[config.mk]
export PLATFORM = sky130hd
export DESIGN_NAME = md_sequencer
export DESIGN_NICKNAME = d
export VERILOG_FILES = /design/src/rtl/md_sequencer.sv
export SDC_FILE = /design/constraint.sdc
export NUM_CORES = 1
export LEC_CHECK = 0
export BUFFER_PORTS_ARGS = -buffer_cell sky130_fd_sc_hd__buf_2
export CORE_MARGIN = 2
export CORE_UTILIZATION = 57
export DETAILED_ROUTE_END_ITERATION = 6
export GPL_ROUTABILITY_DRIVEN = 0
export PLACE_DENSITY_LB_ADDON = 0.3
export SLEW_MARGIN = 0
export SYNTH_ARGS = -nofsm -noshare
export SYNTH_HDL_FRONTEND = slang
export SYNTH_SLANG_ARGS = --single-unit
[constraint.sdc]
create_clock -name clk -period 5.1 [get_ports clk]
set_input_delay 0.255 -clock clk [delete_from_list [all_inputs] [get_ports clk]]
set_output_delay 0.255 -clock clk [all_outputs]
set_load 0.05 [all_outputs]
[src/rtl/md_sequencer.sv]
// Iterative RV32M multiply/divide sequencer (MUL, MULHU, DIVU, REMU) that
// borrows the core's shared 32-bit ALU for one add or subtract per cycle.
module md_sequencer #(
  parameter logic [3:0] SEL_ADD = 4'h0,
  parameter logic [3:0] SEL_SUB = 4'h1
) (
  input  logic        clk,
  input  logic        rst,
  input  logic        in_valid,
  output logic        in_ready,
  input  logic [1:0]  op,
  input  logic [31:0] rs1,
  input  logic [31:0] rs2,
  output logic        out_valid,
  input  logic        out_ready,
  output logic [31:0] result,
  output logic        busy,
  output logic [31:0] alu_a,
  output logic [31:0] alu_b,
  output logic [3:0]  alu_sel,
  input  logic [31:0] alu_out
);

  typedef enum logic [1:0] {IDLE, RUN, DONE} state_t;

  state_t      state, state_nxt;
  logic [4:0]  cnt;
  logic [1:0]  opq;
  logic [63:0] p, p_nxt;   // product {P}, or {R, Q} for divide
  logic [31:0] d;          // multiplicand or divisor
  logic [32:0] s;
  logic        carry;
  logic        accept, div0, is_mul, last;

  assign accept = in_valid & in_ready;
  assign div0   = op[1] & (rs2 == '0);
  assign is_mul = ~opq[1];
  assign last   = (cnt == 5'd31);
  assign s      = {p[63:32], p[31]};
  assign carry  = (alu_out < p[63:32]);

  always_ff @(posedge clk or posedge rst) begin
    if (rst) state <= IDLE;
    else     state <= state_nxt;
  end

  always_comb begin
    state_nxt = state;
    case (state)
      IDLE: if (accept)                 state_nxt = div0 ? DONE : RUN;
      RUN:  if (last)                   state_nxt = DONE;
      DONE: if (out_valid && out_ready) state_nxt = IDLE;
      default:                          state_nxt = IDLE;
    endcase
  end

  always_comb begin
    in_ready = (state == IDLE);
    busy     = (state != IDLE);
    alu_a    = '0;
    alu_b    = '0;
    alu_sel  = SEL_ADD;
    if (state == RUN) begin
      alu_b = d;
      if (is_mul) begin
        alu_a = p[63:32];
      end else begin
        alu_a   = s[31:0];
        alu_sel = SEL_SUB;
      end
    end
  end

  always_comb begin
    p_nxt = p;
    if (is_mul) begin
      if (p[0]) p_nxt = {carry, alu_out, p[31:1]};
      else      p_nxt = {1'b0, p[63:32], p[31:1]};
    end else begin
      if (s[32] || (s[31:0] >= d)) p_nxt = {alu_out, p[30:0], 1'b1};
      else                         p_nxt = {s[31:0], p[30:0], 1'b0};
    end
  end

  always_ff @(posedge clk or posedge rst) begin
    if (rst) begin
      cnt    <= '0;
      opq    <= '0;
      p      <= '0;
      d      <= '0;
      result <= '0;
    end else if (accept) begin
      opq <= op;
      cnt <= '0;
      if (op[1]) begin
        p <= {32'h0, rs1};
        d <= rs2;
      end else begin
        p <= {32'h0, rs2};
        d <= rs1;
      end
      if (div0) result <= op[0] ? rs1 : '1;
    end else if (state == RUN) begin
      p   <= p_nxt;
      cnt <= cnt + 5'd1;
      if (last) begin
        case (opq)
          2'd0:    result <= p_nxt[31:0];
          2'd1:    result <= p_nxt[63:32];
          2'd2:    result <= p_nxt[31:0];
          default: result <= p_nxt[63:32];
        endcase
      end
    end
  end

  // Result is presented one edge after DONE is entered and withdrawn on the handshake.
  always_ff @(posedge clk or posedge rst) begin
    if (rst)                          out_valid <= 1'b0;
    else if (out_valid && out_ready)  out_valid <= 1'b0;
    else if (state == DONE)           out_valid <= 1'b1;
  end

endmodule

==> flow_summary.toml <==
[cts]
cts_buffers = 17
cts_max_path_buffers = 2
tritoncts = "yes"
cts_root_buf = "clkbuf_16"
h-tree-depth = 4
cts_setup_buffers = 0
cts.sinks = 138
clkTransAtPathRegs_ns = 0.06
cts_hold_buffers = 0
clk_latency_ns = 0.43
ctsResizeCount = 0

[routing]
drt-pass1-iter-count = 6
vias_per_cell = 6.31
drtIter0Drc = 1098
wl_per_cell_um = 20.3
ant_nets = 0
routed_wl_mm = 33.1
vias = 10309
route.detailed.drc = 0

[timing]
fin_crit_ns = 3.64
slew_headroom = 0.175
rsz0062_at_grt = "false"
worst_slew_pin_slew_ns = 1.24
finalCritPeriodShare = 0.715
finalHoldViolations = 0
slew_viol_final = 0
final-setup-viol-count = 0
tns_ns = 0
fmax_mhz = 274
timing.hold.ws_ns = 0.0252
skew_ns = 0.00754

[critical_path]
required_ns = 5.39
worstPathArrival_ns = 3.94
crit_start = "p[31]"
slowest_stage = "a211oi_4"
end_kind = "flop"
crit_buf_inv = 2
path_cells = "inv_1, ha_1, nand2b_4, a2111o_1, a221oi_2, o211ai_2, a211oi_4, buf_4, mux2i_1, o31ai_2"
cpPeakStageDelay_ns = 0.85
path_delay_family = "compound AO/OA/AOI/OAI gates"
criticalPathCategory = "reg2reg"
worstReg2RegStart = "p[31]"
cp_max_fo = 14
start_kind = "flop"

[layout]
n_antenna_cell = 0
fin_nets = 1554
drive_above_1_share = 0.230
syn2layout_area_growth_pct = 15.4
fin_cells = 1634
fin_area_mm2 = 0.0125

[yosys]
ys_seq_area_frac = 0.319
yosys.area.top_type = "dfrtp_1"
ys_seq_elements = 138
ys_warn_count = 0
ys.flop_type = "dfrtp_1"
synth_top_area_frac = 0.319
syn-cell-area_mm2 = 0.0108
syn_area_per_cell_um2 = 8.72
synth-edff-count = 0
syn-instance-count = 1242
synthArstFlopShare = 1.00
synthTopCellsByArea = "dfrtp_1, mux2i_1, ha_1, nor2_1, nand2_1"
synth_cell_types = 53

[grt]
gr-total-overflow = 0
grt_max_degree = 103
track_usage = 0.334
grt_pass1_wl_mm = 53.5
antenna_found_initial = 0
grt_pass1_vias = 10179

[floorplan]
die-area_mm2 = 0.0201
top_level_ports = 205
initial_core_util = 0.581
core_area_mm2 = 0.0186
rows = 50
fp.dieW_um = 142
die_y_um = 142

[pwr]
power_density_mw_per_mm2 = 780
ir_drop_v = 0.000529
leakage_nw = 5.93

[min_path]
hold_path_class = "in2async"

[place]
placed_area_mm2 = 0.0119
dpl.cell_count = 1602
placement.io_buffers = 201
dp_hpwl_mm = 23.0

[job]
drv_cap = 0

[outcome]
status = "finished, final reports clean"
power by group:
| part | total (mW) | internal (mW) | leakage, nW | switching [mW] |
|---|---|---|---|---|
| Sequential | 2.29 | 1.61 | 1.53 | 0.678 |
| Combinational | 6.20 | 2.07 | 4.11 | 4.13 |
| Clock | 1.26 | 0.768 | 0.290 | 0.493 |
| Total | 9.75 | 4.45 | 5.93 | 5.30 |
sequential cells by signal, indices dropped and copies added, names as in the netlist:
name and count:
p 64, d 32, result 32, cnt 5, opq 2, state 2, out_valid 1
worst paths after layout:
kind	end	slack [ns]	cells after the start
min	d[4]	0.03	2
max in group asynchronous	opq[1]	3.85	3
max reg2reg	p[34]	1.46	10
max	p[34]	1.46	10
min reg2reg	out_valid	0.51	1
min in group clk	out_valid	0.03	2
cell type report:
cell class | instances | area, µm²
clock buffers | 24 | 492
clock inverters | 8 | 92.6
fillers | 1542 | 6140
inverters | 67 | 256
multi-input cells | 948 | 6780
flip-flops and latches | 138 | 3460
well taps | 234 | 293
repair buffers | 215 | 1130
synth_stat cells, types with 4 or more instances:
| library cell | number |
|---|---|
| mux2i_1 | 159 |
| nor2_1 | 144 |
| dfrtp_1 | 138 |
| nand2_1 | 114 |
| clkbuf_1 | 69 |
| o21ai_0 | 69 |
| nand2b_1 | 67 |
| inv_1 | 66 |
| ha_1 | 65 |
| a21oi_1 | 58 |
| nand3_1 | 36 |
| mux2_2 | 33 |
| o221ai_1 | 31 |
| nand3b_1 | 30 |
| o211a_1 | 30 |
| o31ai_2 | 30 |
| nand4_1 | 13 |
| buf_1 | 12 |
| a21o_1 | 7 |
| nor4_1 | 7 |
| o21ai_1 | 7 |
| a211oi_1 | 6 |
| nor2b_1 | 5 |
| buf_2 | 4 |
cell families after synthesis:
logic type / after synthesis / share of synthesized area
flops: 138 / 0.319
compound gates: 254 / 0.174
fa+ha+maj: 65 / 0.0751
simple gates: 433 / 0.191
other cells: 1 / 0.000346
mux: 192 / 0.181
xor+xnor: 1 / 0.000809
buf+inv: 158 / 0.0584
worst reg2reg max path: stages, from the launching register on:
cell and delay (ns):
dfrtp_1 0.42, inv_1 0.06, ha_1 0.29, nand2b_4 0.13
a2111o_1 0.41, a221oi_2 0.30, o211ai_2 0.16, a211oi_4 0.85
buf_4 0.43, mux2i_1 0.34, o31ai_2 0.11
layout by cell type (no fill, tap or decap), types with 2 or more instances in the layout:
cell type / synthesis / routed
or3_1: 2 / 2
a211oi_1: 6 / 6
and2_1: 3 / 3
nand2b_1: 67 / 66
nand3b_1: 30 / 30
mux2i_1: 159 / 159
and3_1: 2 / 2
a21oi_1: 58 / 57
inv_1: 66 / 65
mux2_2: 33 / 33
a221oi_1: 2 / 2
buf_2: 4 / 200
o31ai_2: 30 / 30
clkbuf_8: 0 / 4
and4_1: 2 / 2
a21o_1: 7 / 7
clkbuf_16: 0 / 17
dfrtp_2: 0 / 2
o221ai_1: 31 / 31
o21ai_0: 69 / 69
o211a_1: 30 / 30
clkbuf_1: 69 / 3
ha_1: 65 / 65
conb_1: 1 / 3
clkinv_2: 0 / 5
nand2_1: 114 / 113
nor3_1: 3 / 3
nor4_1: 7 / 7
nor2b_1: 5 / 5
o21ai_1: 7 / 7
nand4_1: 13 / 13
nand3_1: 36 / 36
dfrtp_1: 138 / 135
bufinv_16: 0 / 2
buf_4: 3 / 14
nand2b_4: 1 / 2
nor2_1: 144 / 143
stage by stage:
stage,utilization,setup slack [ns],power [mW]
finish,0.670,1.46,9.75
global route,0.670,1.29,10.4
CTS,0.670,1.46,9.68
detailed placement,0.639,1.50,8.38
global placement,0.639,1.57,8.26
floorplan,-,1.15,6.94
layer usage:
metal | share of wire | wire (µm) | track usage
met5 | 0 | 0 | 0
met4 | 0.019 | 620 | 0.0989
met3 | 0.087 | 2880 | 0.0553
met2 | 0.46 | 15100 | 0.526
met1 | 0.44 | 14500 | 0.474
Note: power is estimated with default switching activity, not from simulation.
